--- src/rtl/shift_writeback_pkg.sv ---
// Shared CPU definitions: shift-op encoding, {N,Z,C} flag struct and an op legality helper.
package cpu_pkg;

  typedef enum logic [2:0] {
    OP_LSL = 3'b000,
    OP_LSR = 3'b001,
    OP_RSR = 3'b010,
    OP_RSL = 3'b011,
    OP_ASR = 3'b100
  } shift_op_e;

  typedef struct packed {
    logic n;
    logic z;
    logic c;
  } flags_t;

  // Encodings 101..111 are reserved and treated as illegal.
  function automatic logic op_legal(input logic [2:0] op);
    return op <= 3'd4;
  endfunction

endpackage

--- src/rtl/shift_writeback_if.sv ---
// Shifter-result input handshake plus register-file write port, bundled for shift_writeback.
interface shift_writeback_if #(
  parameter int DATA_W = 8,
  parameter int RF_AW  = 3
);
  logic              in_valid;
  logic              in_ready;
  logic [DATA_W-1:0] in_data;
  logic [DATA_W-1:0] in_src;
  logic [2:0]        in_op;
  logic [2:0]        in_shamt;
  logic              in_imm;
  logic [RF_AW-1:0]  in_rd;
  logic              rf_we;
  logic [RF_AW-1:0]  rf_waddr;
  logic [DATA_W-1:0] rf_wdata;
  logic              rf_ready;

  modport master (
    output in_valid, in_data, in_src, in_op, in_shamt, in_imm, in_rd, rf_ready,
    input  in_ready, rf_we, rf_waddr, rf_wdata
  );

  modport slave (
    input  in_valid, in_data, in_src, in_op, in_shamt, in_imm, in_rd, rf_ready,
    output in_ready, rf_we, rf_waddr, rf_wdata
  );
endinterface

--- src/rtl/shift_writeback_fifo.sv ---
// Two-entry FIFO (module shift_wb_fifo) holding packed writeback entries; head is read combinationally.
module shift_wb_fifo #(
  parameter int W = 16
) (
  input  logic         clk,
  input  logic         rst_n,
  input  logic         push_i,
  input  logic         pop_i,
  input  logic [W-1:0] wdata_i,
  output logic         full_o,
  output logic         empty_o,
  output logic [W-1:0] head_o
);

  logic [W-1:0] mem_q [2];
  logic         wr_ptr_q, wr_ptr_d;
  logic         rd_ptr_q, rd_ptr_d;
  logic [1:0]   count_q, count_d;
  logic         push_ok, pop_ok;

  assign full_o  = (count_q == 2'd2);
  assign empty_o = (count_q == 2'd0);
  assign head_o  = mem_q[rd_ptr_q];

  assign push_ok = push_i & ~full_o;
  assign pop_ok  = pop_i & ~empty_o;

  always_comb begin
    wr_ptr_d = wr_ptr_q;
    rd_ptr_d = rd_ptr_q;
    count_d  = count_q;
    if (push_ok) wr_ptr_d = ~wr_ptr_q;
    if (pop_ok)  rd_ptr_d = ~rd_ptr_q;
    count_d = count_q + {1'b0, push_ok} - {1'b0, pop_ok};
  end

  always_ff @(posedge clk or negedge rst_n) begin
    if (!rst_n) begin
      wr_ptr_q <= 1'b0;
      rd_ptr_q <= 1'b0;
      count_q  <= 2'd0;
    end else begin
      wr_ptr_q <= wr_ptr_d;
      rd_ptr_q <= rd_ptr_d;
      count_q  <= count_d;
    end
  end

  // Storage needs no reset: occupancy alone decides what is valid.
  always_ff @(posedge clk) begin
    if (push_ok) mem_q[wr_ptr_q] <= wdata_i;
  end

endmodule

--- src/rtl/shift_writeback.sv ---
// Shifter writeback stage: carry capture, 2-entry buffer, register-file write and {N,Z,C}/illegal status.
// Optional zero-latency bypass when empty is enabled by defining SHIFT_WRITEBACK_BYPASS_EN.
module shift_writeback
  import cpu_pkg::*;
#(
  parameter int DATA_W = 8,
  parameter int RF_AW  = 3
) (
  input  logic              clk,
  input  logic              rst_n,
  shift_writeback_if.slave  bus,
  output logic [2:0]        flags,
  output logic              illegal
);

  localparam int ENT_W = 3 + 1 + 1 + 1 + RF_AW + DATA_W;

  logic              empty, full, push, pop, bypass, wr_fire;
  logic [ENT_W-1:0]  ent_in, head;
  logic [2:0]        head_op;
  logic              head_imm, head_knz, head_carry, head_legal;
  logic [RF_AW-1:0]  head_rd;
  logic [DATA_W-1:0] head_data;
  logic              in_knz, carry_in;
  logic [DATA_W-1:0] lsl_shr, lsr_shr;
  logic [RF_AW-1:0]  src_rd;
  logic [DATA_W-1:0] src_data;
  logic              src_cupd, src_carry;

  flags_t            flags_q, flags_d;
  logic              illegal_q, illegal_d;
  logic [RF_AW-1:0]  waddr_q, waddr_d;
  logic [DATA_W-1:0] wdata_q, wdata_d;

  // Bring the last bit shifted out down to bit 0 for the left/right shift cases.
  assign lsl_shr = bus.in_src >> (DATA_W - int'(bus.in_shamt));
  assign lsr_shr = bus.in_src >> (bus.in_shamt - 3'd1);
  assign in_knz  = (bus.in_shamt != 3'd0);

  always_comb begin
    carry_in = 1'b0;
    case (bus.in_op)
      OP_LSL:         carry_in = lsl_shr[0];
      OP_LSR, OP_ASR: carry_in = lsr_shr[0];
      OP_RSR:         carry_in = bus.in_data[DATA_W-1];
      OP_RSL:         carry_in = bus.in_data[0];
      default:        carry_in = 1'b0;
    endcase
  end

  assign ent_in = {bus.in_op, bus.in_imm, in_knz, carry_in, bus.in_rd, bus.in_data};
  assign {head_op, head_imm, head_knz, head_carry, head_rd, head_data} = head;
  assign head_legal = op_legal(head_op);

`ifdef SHIFT_WRITEBACK_BYPASS_EN
  assign bypass = empty & bus.in_valid & op_legal(bus.in_op) & bus.rf_ready;
`else
  assign bypass = 1'b0;
`endif

  assign bus.in_ready = ~full;
  assign push         = bus.in_valid & bus.in_ready & ~bypass;
  // Illegal heads drain unconditionally; legal heads wait for the register file.
  assign pop          = ~empty & (head_legal ? bus.rf_ready : 1'b1);

  shift_wb_fifo #(.W(ENT_W)) u_fifo (
    .clk     (clk),
    .rst_n   (rst_n),
    .push_i  (push),
    .pop_i   (pop),
    .wdata_i (ent_in),
    .full_o  (full),
    .empty_o (empty),
    .head_o  (head)
  );

  assign src_rd    = bypass ? bus.in_rd   : head_rd;
  assign src_data  = bypass ? bus.in_data : head_data;
  assign src_cupd  = bypass ? (~bus.in_imm & in_knz) : (~head_imm & head_knz);
  assign src_carry = bypass ? carry_in    : head_carry;

  assign bus.rf_we    = bypass | (~empty & head_legal);
  assign bus.rf_waddr = bus.rf_we ? src_rd   : waddr_q;
  assign bus.rf_wdata = bus.rf_we ? src_data : wdata_q;
  assign wr_fire      = bus.rf_we & bus.rf_ready;

  always_comb begin
    flags_d   = flags_q;
    illegal_d = illegal_q | (pop & ~head_legal);
    waddr_d   = waddr_q;
    wdata_d   = wdata_q;
    if (wr_fire) begin
      flags_d.n = src_data[DATA_W-1];
      flags_d.z = (src_data == '0);
      if (src_cupd) flags_d.c = src_carry;
      waddr_d = src_rd;
      wdata_d = src_data;
    end
  end

  always_ff @(posedge clk or negedge rst_n) begin
    if (!rst_n) begin
      flags_q   <= '0;
      illegal_q <= 1'b0;
      waddr_q   <= '0;
      wdata_q   <= '0;
    end else begin
      flags_q   <= flags_d;
      illegal_q <= illegal_d;
      waddr_q   <= waddr_d;
      wdata_q   <= wdata_d;
    end
  end

  assign flags   = flags_q;
  assign illegal = illegal_q;

endmodule

--- src/flat_wrapper.sv ---
// flat-port wrapper written by rule: the top's interface ports become plain ports
module shift_writeback_flat import cpu_pkg::*;
#(
  parameter int DATA_W = 8,
  parameter int RF_AW  = 3
)
  (clk, rst_n, flags, illegal, bus_in_valid, bus_in_data, bus_in_src, bus_in_op, bus_in_shamt, bus_in_imm, bus_in_rd, bus_rf_ready, bus_in_ready, bus_rf_we, bus_rf_waddr, bus_rf_wdata);
  shift_writeback_if #(.DATA_W(DATA_W), .RF_AW(RF_AW)) bus_i ();
  input  logic clk;
  input  logic rst_n;
  output logic [2:0] flags;
  output logic illegal;
  input wire logic [$bits(bus_i.in_valid)-1:0] bus_in_valid;
  input wire logic [$bits(bus_i.in_data)-1:0] bus_in_data;
  input wire logic [$bits(bus_i.in_src)-1:0] bus_in_src;
  input wire logic [$bits(bus_i.in_op)-1:0] bus_in_op;
  input wire logic [$bits(bus_i.in_shamt)-1:0] bus_in_shamt;
  input wire logic [$bits(bus_i.in_imm)-1:0] bus_in_imm;
  input wire logic [$bits(bus_i.in_rd)-1:0] bus_in_rd;
  input wire logic [$bits(bus_i.rf_ready)-1:0] bus_rf_ready;
  output wire logic [$bits(bus_i.in_ready)-1:0] bus_in_ready;
  output wire logic [$bits(bus_i.rf_we)-1:0] bus_rf_we;
  output wire logic [$bits(bus_i.rf_waddr)-1:0] bus_rf_waddr;
  output wire logic [$bits(bus_i.rf_wdata)-1:0] bus_rf_wdata;
  assign bus_i.in_valid = bus_in_valid;
  assign bus_i.in_data = bus_in_data;
  assign bus_i.in_src = bus_in_src;
  assign bus_i.in_op = bus_in_op;
  assign bus_i.in_shamt = bus_in_shamt;
  assign bus_i.in_imm = bus_in_imm;
  assign bus_i.in_rd = bus_in_rd;
  assign bus_i.rf_ready = bus_rf_ready;
  assign bus_in_ready = bus_i.in_ready;
  assign bus_rf_we = bus_i.rf_we;
  assign bus_rf_waddr = bus_i.rf_waddr;
  assign bus_rf_wdata = bus_i.rf_wdata;
  shift_writeback #(.DATA_W(DATA_W), .RF_AW(RF_AW)) u_core (.clk(clk), .rst_n(rst_n), .bus(bus_i), .flags(flags), .illegal(illegal));
endmodule
--- config.mk ---
export PLATFORM = sky130hd
export DESIGN_NAME = shift_writeback_flat
export DESIGN_NICKNAME = d
export VERILOG_FILES = /design/src/rtl/shift_writeback_pkg.sv /design/src/rtl/shift_writeback_if.sv /design/src/rtl/shift_writeback_fifo.sv /design/src/rtl/shift_writeback.sv /design/src/flat_wrapper.sv
export SDC_FILE = /design/constraint.sdc
export NUM_CORES = 1
export LEC_CHECK = 0
export CAP_MARGIN = 15
export CORE_UTILIZATION = 40
export DETAILED_ROUTE_END_ITERATION = 10
export PLACE_DENSITY = 0.62
export SETUP_SLACK_MARGIN = 0.05
export SYNTH_ARGS = -nofsm -noshare
export SYNTH_HDL_FRONTEND = slang
export SYNTH_SLANG_ARGS = --single-unit
--- constraint.sdc ---
create_clock -name clk -period 3.9 [get_ports clk]
set_clock_uncertainty 0.15 [all_clocks]
set_input_delay 0.78 -clock clk [delete_from_list [all_inputs] [get_ports clk]]
set_output_delay 0.78 -clock clk [all_outputs]
set_load 0.01 [all_outputs]
==> reports/summary.txt <==
Gp weighted congestion: 0.8086
Unrepaired setup endpoints after global routing: no
Avg WL per Cell: 12.91 um
Slew Viols, Final: 0
DRC: 0
Dpl cells: 297
Post-route ant nets: 0
Root Buffer: clkbuf_8
Clk slew on worst S/H paths: 0.08 ns
Syn_nets: 222
Internal cell power: 1.320 mW
Worst endpoint data arrival time: 2.32 ns
Clock Power Share: 0.143
Logic pwr share: 0.427
Nets@finish: 267
Setup CP Type: flip-flop to output port
FF-to-FF path depth: 4
Final worst path period share: 0.8342
Vias per cell: 4.931
Max_cap viols: 0
Synthesized area per cell: 12.73 um2
Initial DRC Count: 55
Syn Inst Count: 187
Crit path launch type: flip-flop
FP Rows: 27
PD cells: 673.8 nW/um2
Unique masters post-synth: 37
WHS: 0.3253 ns
Sw power: 0.6768 mW
Leakage: 1.138 nW
Initial core utilization: 0.4244
R2r setup slk: 1.44 ns
Worst setup path start: u_core.u_fifo.count_q[1]$_DFF_PN0_
Hpwl dp: 2.884 mm
Final cell count without fillers: 305
Antenna cells: 0
Slowest cell on crit path: o221ai_2
Setup-failing EPs final: 0
Die W: 79.13 um
H-tree levels: 2
Hold Buf Count CTS: 0
CP cell instances: o221ai_2 -> nand2_1 -> o21ai_0 -> clkdlybuf4s50_1
Clock sink count: 52
Core area: 5608 um2
Clock Latency Late Sink: 0.29 ns
Initial antenna violation count: 0
Yosys reg bits: 52
Die H: 79.13 um
Final min period: 3.253 ns
First-pass DRT Iterations: 4
Final hold vios: 0
Crit path largest cell delay: 0.75 ns
# port buffers: 46
Crit path capture type: output port
TNS Setup: 0 ns
CTS Buf Count: 5
Synthesis-to-finish area growth: 24.50%
VDD IR max: 0.3022 mV
Largest net degree at the start of global routing: 27
PostCTS Resize Cnt: 0
Final wirelength: 3.937 mm
Clock Tree Buf Depth: 2
Worst R2R End: u_core.flags[0]$_DFFE_PN0P_
Synth warnings: 0
Hold Crit Class: flip-flop to flip-flop
Share of cells above drive strength 1: 0.06438
First-pass GRT wire length: 6.444 mm
Switching share of total power: 0.3390
Crit path max fanout: 24
Power share of the sequential group: 0.430
Max frequency: 307.4 MHz
Vias: 1,504
GRT Util Overall: 0.1370
Top Ports: 47
Sequential area share after synthesis: 0.6183
Vias in the first global route: 1,388
DIE AREA: 6262 um2
R2r startpoint: u_core.u_fifo.count_q[1]$_DFF_PN0_
Relative slew slack: 0.3854
Measured slew at the worst slew-check pin: 0.9219 ns
Worst EP required: 2.97 ns
Status: finished clean
Setup Fix Bufs, Post-CTS: 0
Overflow left after global routing: 0
TritonCTS clock tree: yes
Worst setup path endpoint: bus_rf_waddr[1]
Synthesized cell area: 2380 um2
-- routing by layer --
layer / vias to the layer above / share of wire / global-route usage
met3: 2 / 0.039 / 0.03218
li1: 769 / - / -
met4: 0 / 0.0089 / 0.04364
met2: 34 / 0.46 / 0.2267
met1: 699 / 0.49 / 0.1771
met5: - / 0 / 0
-- critical path: cells and delay by family, from the launching register on --
family | cells | cell delay, ns
compound gates | 2 | 0.88
buf+inv | 1 | 0.58
flops | 1 | 0.45
simple gates | 1 | 0.11
-- layout by cell type, fill, tap and decap left out, types with 2 or more instances in the layout --
cell              n
inv_1             9
buf_4             2
or4_1             2
nand2_1          25
clkdlybuf4s50_1  46
clkbuf_1          2
a31oi_1           2
o21ai_0          21
ha_1              5
a221oi_1          2
o211ai_2          3
xnor2_1           3
o21ai_1           7
nand2b_1          2
clkbuf_8          5
mux2i_1          20
nor4_1            3
xor2_1            3
edfxtp_1         34
nor2_1            2
dfrtp_1          18
-- how the worst min path moves through the flow --
stage	start	cells after the start	endpoint	slack (ns)
2_1_floorplan	u_core.waddr_q[2]$_DFFE_PN0P_	2	u_core.waddr_q[2]$_DFFE_PN0P_	0.30
3_3_place_gp	u_core.illegal$_DFF_PN0_	1	u_core.illegal$_DFF_PN0_	0.30
3_5_place_dp	u_core.illegal$_DFF_PN0_	1	u_core.illegal$_DFF_PN0_	0.31
4_1_cts	u_core.illegal$_DFF_PN0_	1	u_core.illegal$_DFF_PN0_	0.33
5_1_grt	u_core.illegal$_DFF_PN0_	1	u_core.illegal$_DFF_PN0_	0.34
6_report	u_core.illegal$_DFF_PN0_	1	u_core.illegal$_DFF_PN0_	0.33
-- per-stage QoR --
| step | setup WS (ns) | area, um2 | power (mW) | util |
|---|---|---|---|---|
| 2_1_floorplan | 1.364 | 2380 | 1.384 | - |
| 3_5_place_dp | 0.6584 | 2878 | 1.737 | 0.5132 |
| 4_1_cts | 0.6204 | 2963 | 2.025 | 0.5283 |
| 3_3_place_gp | 0.6822 | 2878 | 1.730 | 0.5132 |
| 5_1_grt | 0.4527 | 2963 | 2.140 | 0.5283 |
| 6_report | 0.6466 | 2963 | 1.996 | 0.5283 |
-- state kept, by name, indices dropped and copies added, names as in the netlist --
signal                  flops
u_core.flags                2
u_core.illegal              1
u_core.u_fifo.count_q       2
u_core.u_fifo.mem_q        34
u_core.u_fifo.rd_ptr_q      1
u_core.u_fifo.wr_ptr_q      1
u_core.waddr_q              3
u_core.wdata_q              8
-- power groups by stage --
stage | sequential, mW | combinational, mW | clock, mW
after CTS | 0.858 | 0.870 | 0.298
final | 0.858 | 0.853 | 0.286
after detailed placement | 0.870 | 0.867 | 0
after global placement | 0.867 | 0.863 | 0
after global routing | 0.876 | 0.949 | 0.314
after floorplan | 0.848 | 0.535 | 0
-- logic make-up after synthesis --
family	count (synthesis)	share of synthesized area
buf+inv	19	0.04258
flops	52	0.6183
simple gates	40	0.07729
mux	21	0.08885
xor+xnor	7	0.02892
fa+ha+maj	5	0.02629
compound gates	43	0.1178
-- cell type report --
cell class / count / area [um2]
inverters: 9 / 33.78
clock inverters: 1 / 8.758
repair buffers: 48 / 475.5
fillers: 510 / 2645
well taps: 72 / 90.09
multi-input cells: 116 / 807.0
flip-flops and latches: 52 / 1471
clock buffers: 7 / 76.32
-- cells in the mapped netlist, drive strengths merged --
cell,instances,area share
a211oi,2,0.0084
a21oi,1,0.0021
a221oi,2,0.0074
a31oi,2,0.0053
a32oi,1,0.0037
and2,1,0.0026
and3,1,0.0026
buf,7,0.024
clkbuf,3,0.0047
dfrtp,18,0.19
edfxtp,34,0.43
ha,5,0.026
inv,9,0.014
mux2,1,0.0047
mux2i,20,0.084
nand2,25,0.039
nand2b,2,0.0053
nor2,2,0.0032
nor2b,1,0.0026
nor3,1,0.0021
nor4,3,0.0079
o211ai,3,0.016
o21a,1,0.0032
o21ai,28,0.059
o221ai,1,0.0063
o22a,1,0.0037
o31ai,1,0.0032
or2,1,0.0026
or3,1,0.0026
or4,2,0.0063
xnor2,3,0.011
xor2,4,0.018
Note: power is estimated with default switching activity, not from simulation.
